## src/rtl/cp0_irq.sv

```systemverilog
// cp0_irq: coprocessor-0 for the multi-cycle MIPS core.
// Synchronous exceptions, level-sensitive interrupts, a Count/Compare timer
// and a ring-buffer Status/EPC stack for nested handlers.
module cp0_irq #(
   parameter int          IRQ_NUM     = 6,
   parameter int          STACK_DEPTH = 4,
   parameter logic [31:0] VECTOR_BASE = 32'h0040_0004
) (
   input  logic               clk,
   input  logic               reset,
   input  logic               mtc0,
   input  logic [4:0]         waddr,
   input  logic [31:0]        wdata,
   input  logic [4:0]         raddr,
   input  logic [31:0]        pc,
   input  logic               exception,
   input  logic [4:0]         cause,
   input  logic               eret,
   input  logic [IRQ_NUM-1:0] irq,
   output logic [31:0]        rdata,
   output logic [31:0]        exc_addr,
   output logic               ans_exception,
   output logic               stack_overflow
);

   localparam int PTR_W = (STACK_DEPTH > 1) ? $clog2(STACK_DEPTH) : 1;
   localparam int CNT_W = $clog2(STACK_DEPTH + 1);

   localparam logic [4:0] REG_COUNT   = 5'd9;
   localparam logic [4:0] REG_COMPARE = 5'd11;
   localparam logic [4:0] REG_STATUS  = 5'd12;
   localparam logic [4:0] REG_CAUSE   = 5'd13;
   localparam logic [4:0] REG_EPC     = 5'd14;

   // Cause bits owned by hardware (IP and TI); software writes to them are dropped.
   localparam logic [31:0] IP_MASK = ((32'd1 << IRQ_NUM) - 32'd1) << 8;
   localparam logic [31:0] RO_MASK = IP_MASK | 32'h4000_0000;

   logic [31:0]        regs       [32];
   logic [31:0]        stk_status [STACK_DEPTH];
   logic [31:0]        stk_epc    [STACK_DEPTH];
   logic [PTR_W-1:0]   top;        // next free slot
   logic [CNT_W-1:0]   depth;      // valid entries, saturates at STACK_DEPTH
   logic [IRQ_NUM-1:0] ip;
   logic               ti;

   logic [31:0]        status;
   logic [31:0]        cause_view;
   logic               ie;
   logic               pending;
   logic               take_exc;
   logic               take_irq;
   logic               take;
   logic               do_eret;
   logic [PTR_W-1:0]   ptr_inc;
   logic [PTR_W-1:0]   ptr_dec;

   assign status = regs[REG_STATUS];
   assign ie     = status[0];

   // Action arbitration: mtc0 > exception > pending interrupt > eret.
   always_comb begin
      pending  = ie & ((|(ip & status[8 +: IRQ_NUM])) | (ti & status[15]));
      take_exc = ~mtc0 & exception & ie;
      take_irq = ~mtc0 & ~exception & pending;
      take     = take_exc | take_irq;
      do_eret  = ~mtc0 & ~exception & ~pending & eret;
   end

   // Ring-buffer pointer neighbours, valid for any STACK_DEPTH.
   always_comb begin
      ptr_inc = (top == PTR_W'(STACK_DEPTH - 1)) ? '0 : top + PTR_W'(1);
      ptr_dec = (top == '0) ? PTR_W'(STACK_DEPTH - 1) : top - PTR_W'(1);
   end

   // Cause as software sees it: stored fields plus live IP/TI.
   always_comb begin
      cause_view                = regs[REG_CAUSE] & ~RO_MASK;
      cause_view[8 +: IRQ_NUM]  = ip;
      cause_view[30]            = ti;
   end

   // Combinational register read port.
   always_comb begin
      rdata = regs[raddr];
      if (raddr == REG_CAUSE) rdata = cause_view;
   end

   // Redirect address for the PC mux.
   always_comb begin
      exc_addr = pc;
      if (take)         exc_addr = VECTOR_BASE;
      else if (do_eret) exc_addr = regs[REG_EPC];
   end

   // Register file, timer, interrupt sampling, stack and flags.
   always_ff @(posedge clk or negedge reset) begin
      if (!reset) begin
         for (int i = 0; i < 32; i++) regs[i] <= '0;
         regs[REG_STATUS] <= 32'h1;
         for (int i = 0; i < STACK_DEPTH; i++) begin
            stk_status[i] <= '0;
            stk_epc[i]    <= '0;
         end
         top            <= '0;
         depth          <= '0;
         ip             <= '0;
         ti             <= 1'b0;
         ans_exception  <= 1'b0;
         stack_overflow <= 1'b0;
      end else begin
         regs[REG_COUNT] <= regs[REG_COUNT] + 32'd1;
         ip              <= irq;
         if (regs[REG_COUNT] == regs[REG_COMPARE]) ti <= 1'b1;
         ans_exception   <= take;

         if (mtc0) begin
            case (waddr)
               REG_CAUSE:   regs[REG_CAUSE] <= wdata & ~RO_MASK;
               REG_COMPARE: begin
                  regs[REG_COMPARE] <= wdata;
                  ti                <= 1'b0;
               end
               default:     regs[waddr] <= wdata;
            endcase
         end else if (take) begin
            stk_status[top] <= status;
            stk_epc[top]    <= regs[REG_EPC];
            top             <= ptr_inc;
            if (depth == CNT_W'(STACK_DEPTH)) stack_overflow <= 1'b1;
            else                              depth <= depth + CNT_W'(1);
            regs[REG_STATUS][0]   <= 1'b0;
            regs[REG_CAUSE][6:2]  <= take_exc ? cause : 5'd0;
            regs[REG_EPC]         <= pc;
         end else if (do_eret) begin
            if (depth != '0) begin
               regs[REG_STATUS] <= stk_status[ptr_dec];
               regs[REG_EPC]    <= stk_epc[ptr_dec];
               top              <= ptr_dec;
               depth            <= depth - CNT_W'(1);
            end else begin
               regs[REG_STATUS][0] <= 1'b1;
            end
         end
      end
   end

endmodule
```

## config.mk

```make
export PLATFORM = sky130hd
export DESIGN_NAME = cp0_irq
export DESIGN_NICKNAME = d
export VERILOG_FILES = /design/src/rtl/cp0_irq.sv
export SDC_FILE = /design/constraint.sdc
export NUM_CORES = 2
export LEC_CHECK = 0
export BUFFER_PORTS_ARGS = -buffer_cell sky130_fd_sc_hd__buf_2
export CAP_MARGIN = 40
export CELL_PAD_IN_SITES_DETAIL_PLACEMENT = 0
export CELL_PAD_IN_SITES_GLOBAL_PLACEMENT = 1
export CORE_MARGIN = 2
export CORE_UTILIZATION = 35
export DETAILED_ROUTE_END_ITERATION = 10
export PLACE_DENSITY = 0.68
export RECOVER_POWER = 25
export SETUP_SLACK_MARGIN = 0.15
export SYNTH_ARGS = -nofsm -noshare
export SYNTH_HDL_FRONTEND = slang
export SYNTH_SLANG_ARGS = --single-unit
```

## constraint.sdc

```tcl
create_clock -name clk -period 3.1 [get_ports clk]
set_input_delay 0.62 -clock clk [delete_from_list [all_inputs] [get_ports clk]]
set_output_delay 0.62 -clock clk [all_outputs]
set_load 0.01 [all_outputs]
```

### Yosys cells after proc, flatten, opt, wreduce, memory -nomap -nowiden

Cells that the tools add are included.

| word-level totals | value |
|---|---|
| logic and storage cells | 164 |
| output and inout port bits | 66 |
| flip-flop bits (word level) | 1,294 |
| bits of input ports | 90 |

| operators by class | value |
|---|---|
| bitwise gates (word level) | 21 |
| reductions and logical operators | 24 |
| eq/ne operators | 10 |
| magnitude comparators | 6 |
| muxes and demuxes | 50 |
| add/sub/neg operators | 5 |

Operators by type and width:

| operator | count |
|---|---|
| bitwise mux 1024 bit | 1 |
| 2-to-1 mux 32 bit | 18 |
| 2-to-1 mux 576 bit | 1 |
| bitwise mux 128 bit | 2 |
| binary-select mux 32 bit (select 5 bit) | 1 |
| demux 32 bit (select 5 bit) | 1 |
| binary-select mux 32 bit (select 2 bit) | 2 |
| case mux 32 bit (2 select lines) | 2 |
| 2-to-1 mux 96 bit | 1 |
| demux 32 bit (select 2 bit) | 1 |
| 2-to-1 mux 64 bit | 1 |
| 2-to-1 mux 31 bit | 2 |
| adder 32 x 1 -> 32 bit (second input constant) | 1 |
| equality test 32 bit | 1 |
| equality test 5 x 4 -> 1 bit (second input constant) | 3 |
| 2-to-1 mux 5 bit | 3 |
| greater-or-equal comparator 6 bit (second input constant) | 2 |
| 2-to-1 mux 3 bit | 4 |
| inverter 5 -> 6 bit | 2 |
| AND reduction 2 bit | 6 |
| 2-to-1 mux 2 bit | 5 |
| nonzero test 2 bit | 5 |
| AND reduction 3 bit | 3 |
| nonzero test 3 bit | 3 |
| other kinds (21) | 45 |

### Logic depth before layout (Yosys ltp)

| logic depth | value |
|---|---|
| depth after elaboration | 10 |
| mapped depth | 11 |
| gate-level depth less buffers | 9 |

### Worst setup path after synthesis

No wires, ideal clock.

| path | value |
|---|---|
| kind | input to output |
| start point | input raddr[0] |
| end point | output rdata[10] |
| arrival | 2,349 ps |
| required time | 2,480 ps |
| cell stages on the path | 8 |
| path slack | 131 ps |
| buffers on the path | 4 |
| cell sequence | clkbuf_1 buf_2 buf_2 buf_2 mux2i_1 o22ai_1 o32a_1 a221o_1 |

| between the ends | value |
|---|---|
| cells in the longest elaborated chain, start to end | 5 |
| elaborated cells on any way between the ends | 6 |
| classes of those cells | eq/ne: 1; mux: 4; bitwise: 1 |

RTL lines:

| what | RTL line | RTL |
|---|---|---|
| from (decl) | 14 | `input logic [4:0] raddr,` |
| inverter 5 -> 6 bit (implied by the code) | 85 | `rdata = regs[raddr];` |
| binary-select mux 32 bit (select 5 bit) | 85 |  |
| 2-to-1 mux 32 bit (implied by the code) (2 in a row) | 85 |  |
| 2-to-1 mux 32 bit (*) | 86 | `if (raddr == REG_CAUSE) rdata = cause_view;` |
| to (decl) | 20 | `output logic [31:0] rdata,` |

Mark *: on every way between the ends. The rest lies on a longest branch, timed or not. The select of a mux whose other input is x is not followed.

### Final worst setup path

| path | value |
|---|---|
| start point | register ip[0] |
| end point | output exc_addr[11] |

| between the ends | value |
|---|---|
| cells in the longest elaborated chain, start to end | 9 |
| elaborated cells on any way between the ends | 11 |
| classes of those cells | mux: 2; bitwise: 8; reduce/logical: 1 |

RTL lines:

| what | RTL line | RTL |
|---|---|---|
| from (decl) | 44 | `logic [IRQ_NUM-1:0] ip;` |
| from (signal assigned) | 113 | `ip <= irq;` |
| bitwise AND 6 bit (*) | 63 | `pending = ie & ((\|(ip & status[8 +: IRQ_NUM])) \| (ti & status[15]));` |
| OR reduction 6 bit (*) | 63 |  |
| bitwise OR 1 bit (*) | 63 |  |
| bitwise AND 1 bit (*) | 63 |  |
| inverter 1 bit | 67 | `do_eret = ~mtc0 & ~exception & ~pending & eret;` |
| bitwise AND 1 bit (2 in a row) | 67 |  |
| 2-to-1 mux 32 bit | 93 | `else if (do_eret) exc_addr = regs[REG_EPC];` |
| 2-to-1 mux 32 bit (*) | 92 | `if (take) exc_addr = VECTOR_BASE;` |
| to (decl) | 21 | `output logic [31:0] exc_addr,` |

Mark *: on every way between the ends. The rest lies on a longest branch, timed or not.

==> out/metrics.csv <==
metric,value,unit
crit end category,output pin,
clock skew,21.2,ps
"Clk Latency, worst-skew pair",770,ps
FP Rows,152,
post-synthesis adder-cell area fraction,0.00124,
Die Y,420,µm
CP Launch Type,register,
synth warn,0,
largest net degree at the start of global routing,121,
routed length per placed instance,25.7,µm
maximum vdd ir drop,0.779,mV
Initial Util,0.352,
root cell of the clock tree,clkbuf_16,
CP most frequent cell,buf_4,
Clock transition at path regs,60,ps
DIE AREA,0.176,mm²
Combinational Power Share,0.242,
antenna-violating nets left,0,
main combinational cell family by area after synthesis,multiplexers,
ys flop type,dfrtp_1,
CTS Buf Count,136,
Synth Area per Inst,14.4,µm²
Total GRT Usage,0.202,
"Distinct cells, synth",62,
compound-gate portion of the synthesized area,0.0425,
area share of xor/xnor cells in the synthesized design,0.00955,
Hold Path Class,input pin to register,
WP data arrival,2830,ps
"Seq/Total Area, Yosys",0.535,
DRT Pass-1 Iters,7,
part of the power in registers,0.441,
crit path kind,register to output pin,
PwrDens,712,mW/mm²
crit path cell chain,"a222oi_1, buf_4, buf_4, a41o_4, inv_8, clkbuf_16, buf_8, a21oi_2, buf_2",
Worst slew margin,-0.222,
Syn Nets,4306,
vias in the first global route,39695,
core area,0.172,mm²
initial antenna violation count,11,
Simple-Gate Fraction of Synth Area,0.0400,
Worst Max-Slew Pin Slew,1830,ps
gr ovfl total,0,
total of max-cap violations,1,
Period minus WS final,3450,ps
synthesized area,0.0605,mm²
Clock Sink Count,1294,
fillers,15625,
CTS tree,yes,
final hold violation count,0,
most frequent cells in the layout,"1261 x dfrtp_1, 1177 x mux2_2, 269 x mux4_2",
achievable frequency,290,MHz
first-pass GRT wire length,266000,µm
PortBufs,155,
maximum root-to-sink buffer count,3,
via count,38134,
Die W,420,µm
Post-layout nets,4633,
DR iter-0 viols,2713,
Mapped Cells,4210,
"wirelength, routed",179000,µm
Area growth syn-to-layout,21.0,%
layout cell share with drive strength beyond 1,0.537,
H-tree levels,4,
Post-synth EDFFs,0,
GPL Wtd Cong,0.804,
hold_ws,105,ps
cell leakage power,0.0326,µW
"critical path fanouts, max",7,
Final setup viols,36,
CP required,2480,ps
Final Cycle Share,1.11,
DR DRC count,0,
Final Max Slew Viols,41,
slowest CP cell,dfrtp_2,
RSZ-0062 raised after global routing,yes,
I/O pins,156,
DP HPWL,113000,µm
Power Total,52100,µW
Synth Register Bits,1294,
clock share of power,0.316,
"commonest non-fill, non-tap cell in the layout",dfrtp_1,
cell internal pwr,37300,µW
Psw,14800,µW
failing checks,"max-capacitance violations, max-slew violations, negative setup slack",
DR vias/cell,5.48,
Switching Fraction,0.285,
delay of the slowest critical-path stage,490,ps
status,finished with violations,
ys async rst share,1.00,
mux contribution to synthesized area,0.340,
final worst setup slack,-350,ps
power by group through the flow:
stage	logic, µW	registers (µW)	clock network [µW]
3_5_place_dp	11300	23400	0
2_1_floorplan	8290	22300	0
3_3_place_gp	11100	23300	0
4_1_cts	12400	23000	16900
5_1_grt	13600	23400	17500
6_report	12600	23000	16500
sequential cells by signal, indices dropped and copies added, names as in the netlist:
signal,cells
ti,1
ans_exception,1
regs,967
cause_view,25
stk_status,128
status,32
stack_overflow,1
stk_epc,128
ip,6
depth,3
top,2
stage by stage:
step                setup WS (ps)  utilization  instances  setup TNS [ps]  area [µm²]
floorplan                     163            -       4210               0       60500
global placement             -538        0.383       6573           -1780       65900
detailed placement           -486        0.383       6574           -1840       65900
CTS                          -330        0.421       6896          -10420       72400
global route                 -453        0.426       6954          -30600       73200
finish                       -350        0.426       6954           -9090       73200
worst max-delay path, delay by kind of cell (launching register included):
family          cells  cell delay, ps
buf+inv             6             850
flops               1             490
compound gates      3             700
cells in the mapped netlist, types with 4 or more instances:
cell	instances	share of area
nor3b_1	4	0.00050
buf_2	99	0.0082
nand4_1	21	0.0022
buf_6	4	0.00074
nor2_2	6	0.00062
and3_1	35	0.0036
o32a_1	6	0.00099
nor2_1	77	0.0048
mux2i_1	110	0.018
a2bb2oi_1	5	0.00072
nand2_1	172	0.011
ha_1	6	0.0012
nand3_1	40	0.0033
dfrtp_1	1293	0.53
nor3_1	6	0.00050
a22oi_1	33	0.0041
xor2_1	23	0.0033
mux4_2	269	0.10
a221o_1	6	0.00099
mux2_1	14	0.0026
nand2b_1	52	0.0054
o211ai_1	6	0.00074
buf_4	68	0.0084
mux2_2	1177	0.22
o22ai_1	51	0.0053
a21oi_1	102	0.0084
clkbuf_1	190	0.012
a22o_1	31	0.0045
o21ai_0	64	0.0053
o221ai_1	14	0.0020
and2_1	9	0.00093
nor2b_1	17	0.0018
inv_1	11	0.00068
a221oi_1	50	0.0072
xnor2_1	43	0.0062
or3_1	24	0.0025
buf_1	27	0.0017
nor4_1	5	0.00052
layer usage:
layer | GRT usage | vias to the layer above | wire length (µm)
met5 | 0 | - | 0
li1 | - | 16236 | -
met2 | 0.334 | 808 | 87300
met4 | 0.0630 | 0 | 4660
met1 | 0.275 | 20857 | 80200
met3 | 0.0264 | 233 | 6790
cell families (layout without fill, tap and decap cells):
group	count (synthesis)	count (layout)
AOI/OAI and AO/OA	384	384
buffers and inverters	402	829
and+or+nand+nor	488	488
adders and majority gates	6	6
other	0	7
xor gates and xnor gates	66	66
muxes	1570	1570
DFF	1294	1294
area by class of cell:
class | instances | area [µm²] | share of cell area
clock inverter | 33 | 405 | 0.00554
sequential | 1294 | 32400 | 0.443
timing repair buffer | 579 | 5660 | 0.0772
inverter | 12 | 52.6 | 0.000718
antenna | 7 | 17.5 | 0.000239
multi-input combinational | 2514 | 27700 | 0.379
clock buffer | 205 | 4050 | 0.0553
tap | 2310 | 2890 | 0.0395
worst paths after layout:
path,start,to,slack (ps),cells after the start
worst min register to register,stk_status[96],stk_status[96],460,1
worst max register to register,ip[0],stk_epc[124],330,9
max in group asynchronous,reset,regs[719],80,3
worst min-delay path,cause[2],cause_view[4],110,3
worst max-delay path,ip[0],exc_addr[11],-350,9
min in group asynchronous,reset,status[7],900,2
repair_timing:
action                                 CTS  global route
setup endpoints to repair               64            65
hold buffers                             7             0
setup buffers                           72            46
gates resized for setup                282           115
cloned                                   5             5
endpoints found under the hold margin   28             0
pin swaps                               55            63
No activity file was read; power rests on OpenSTA's default activity.
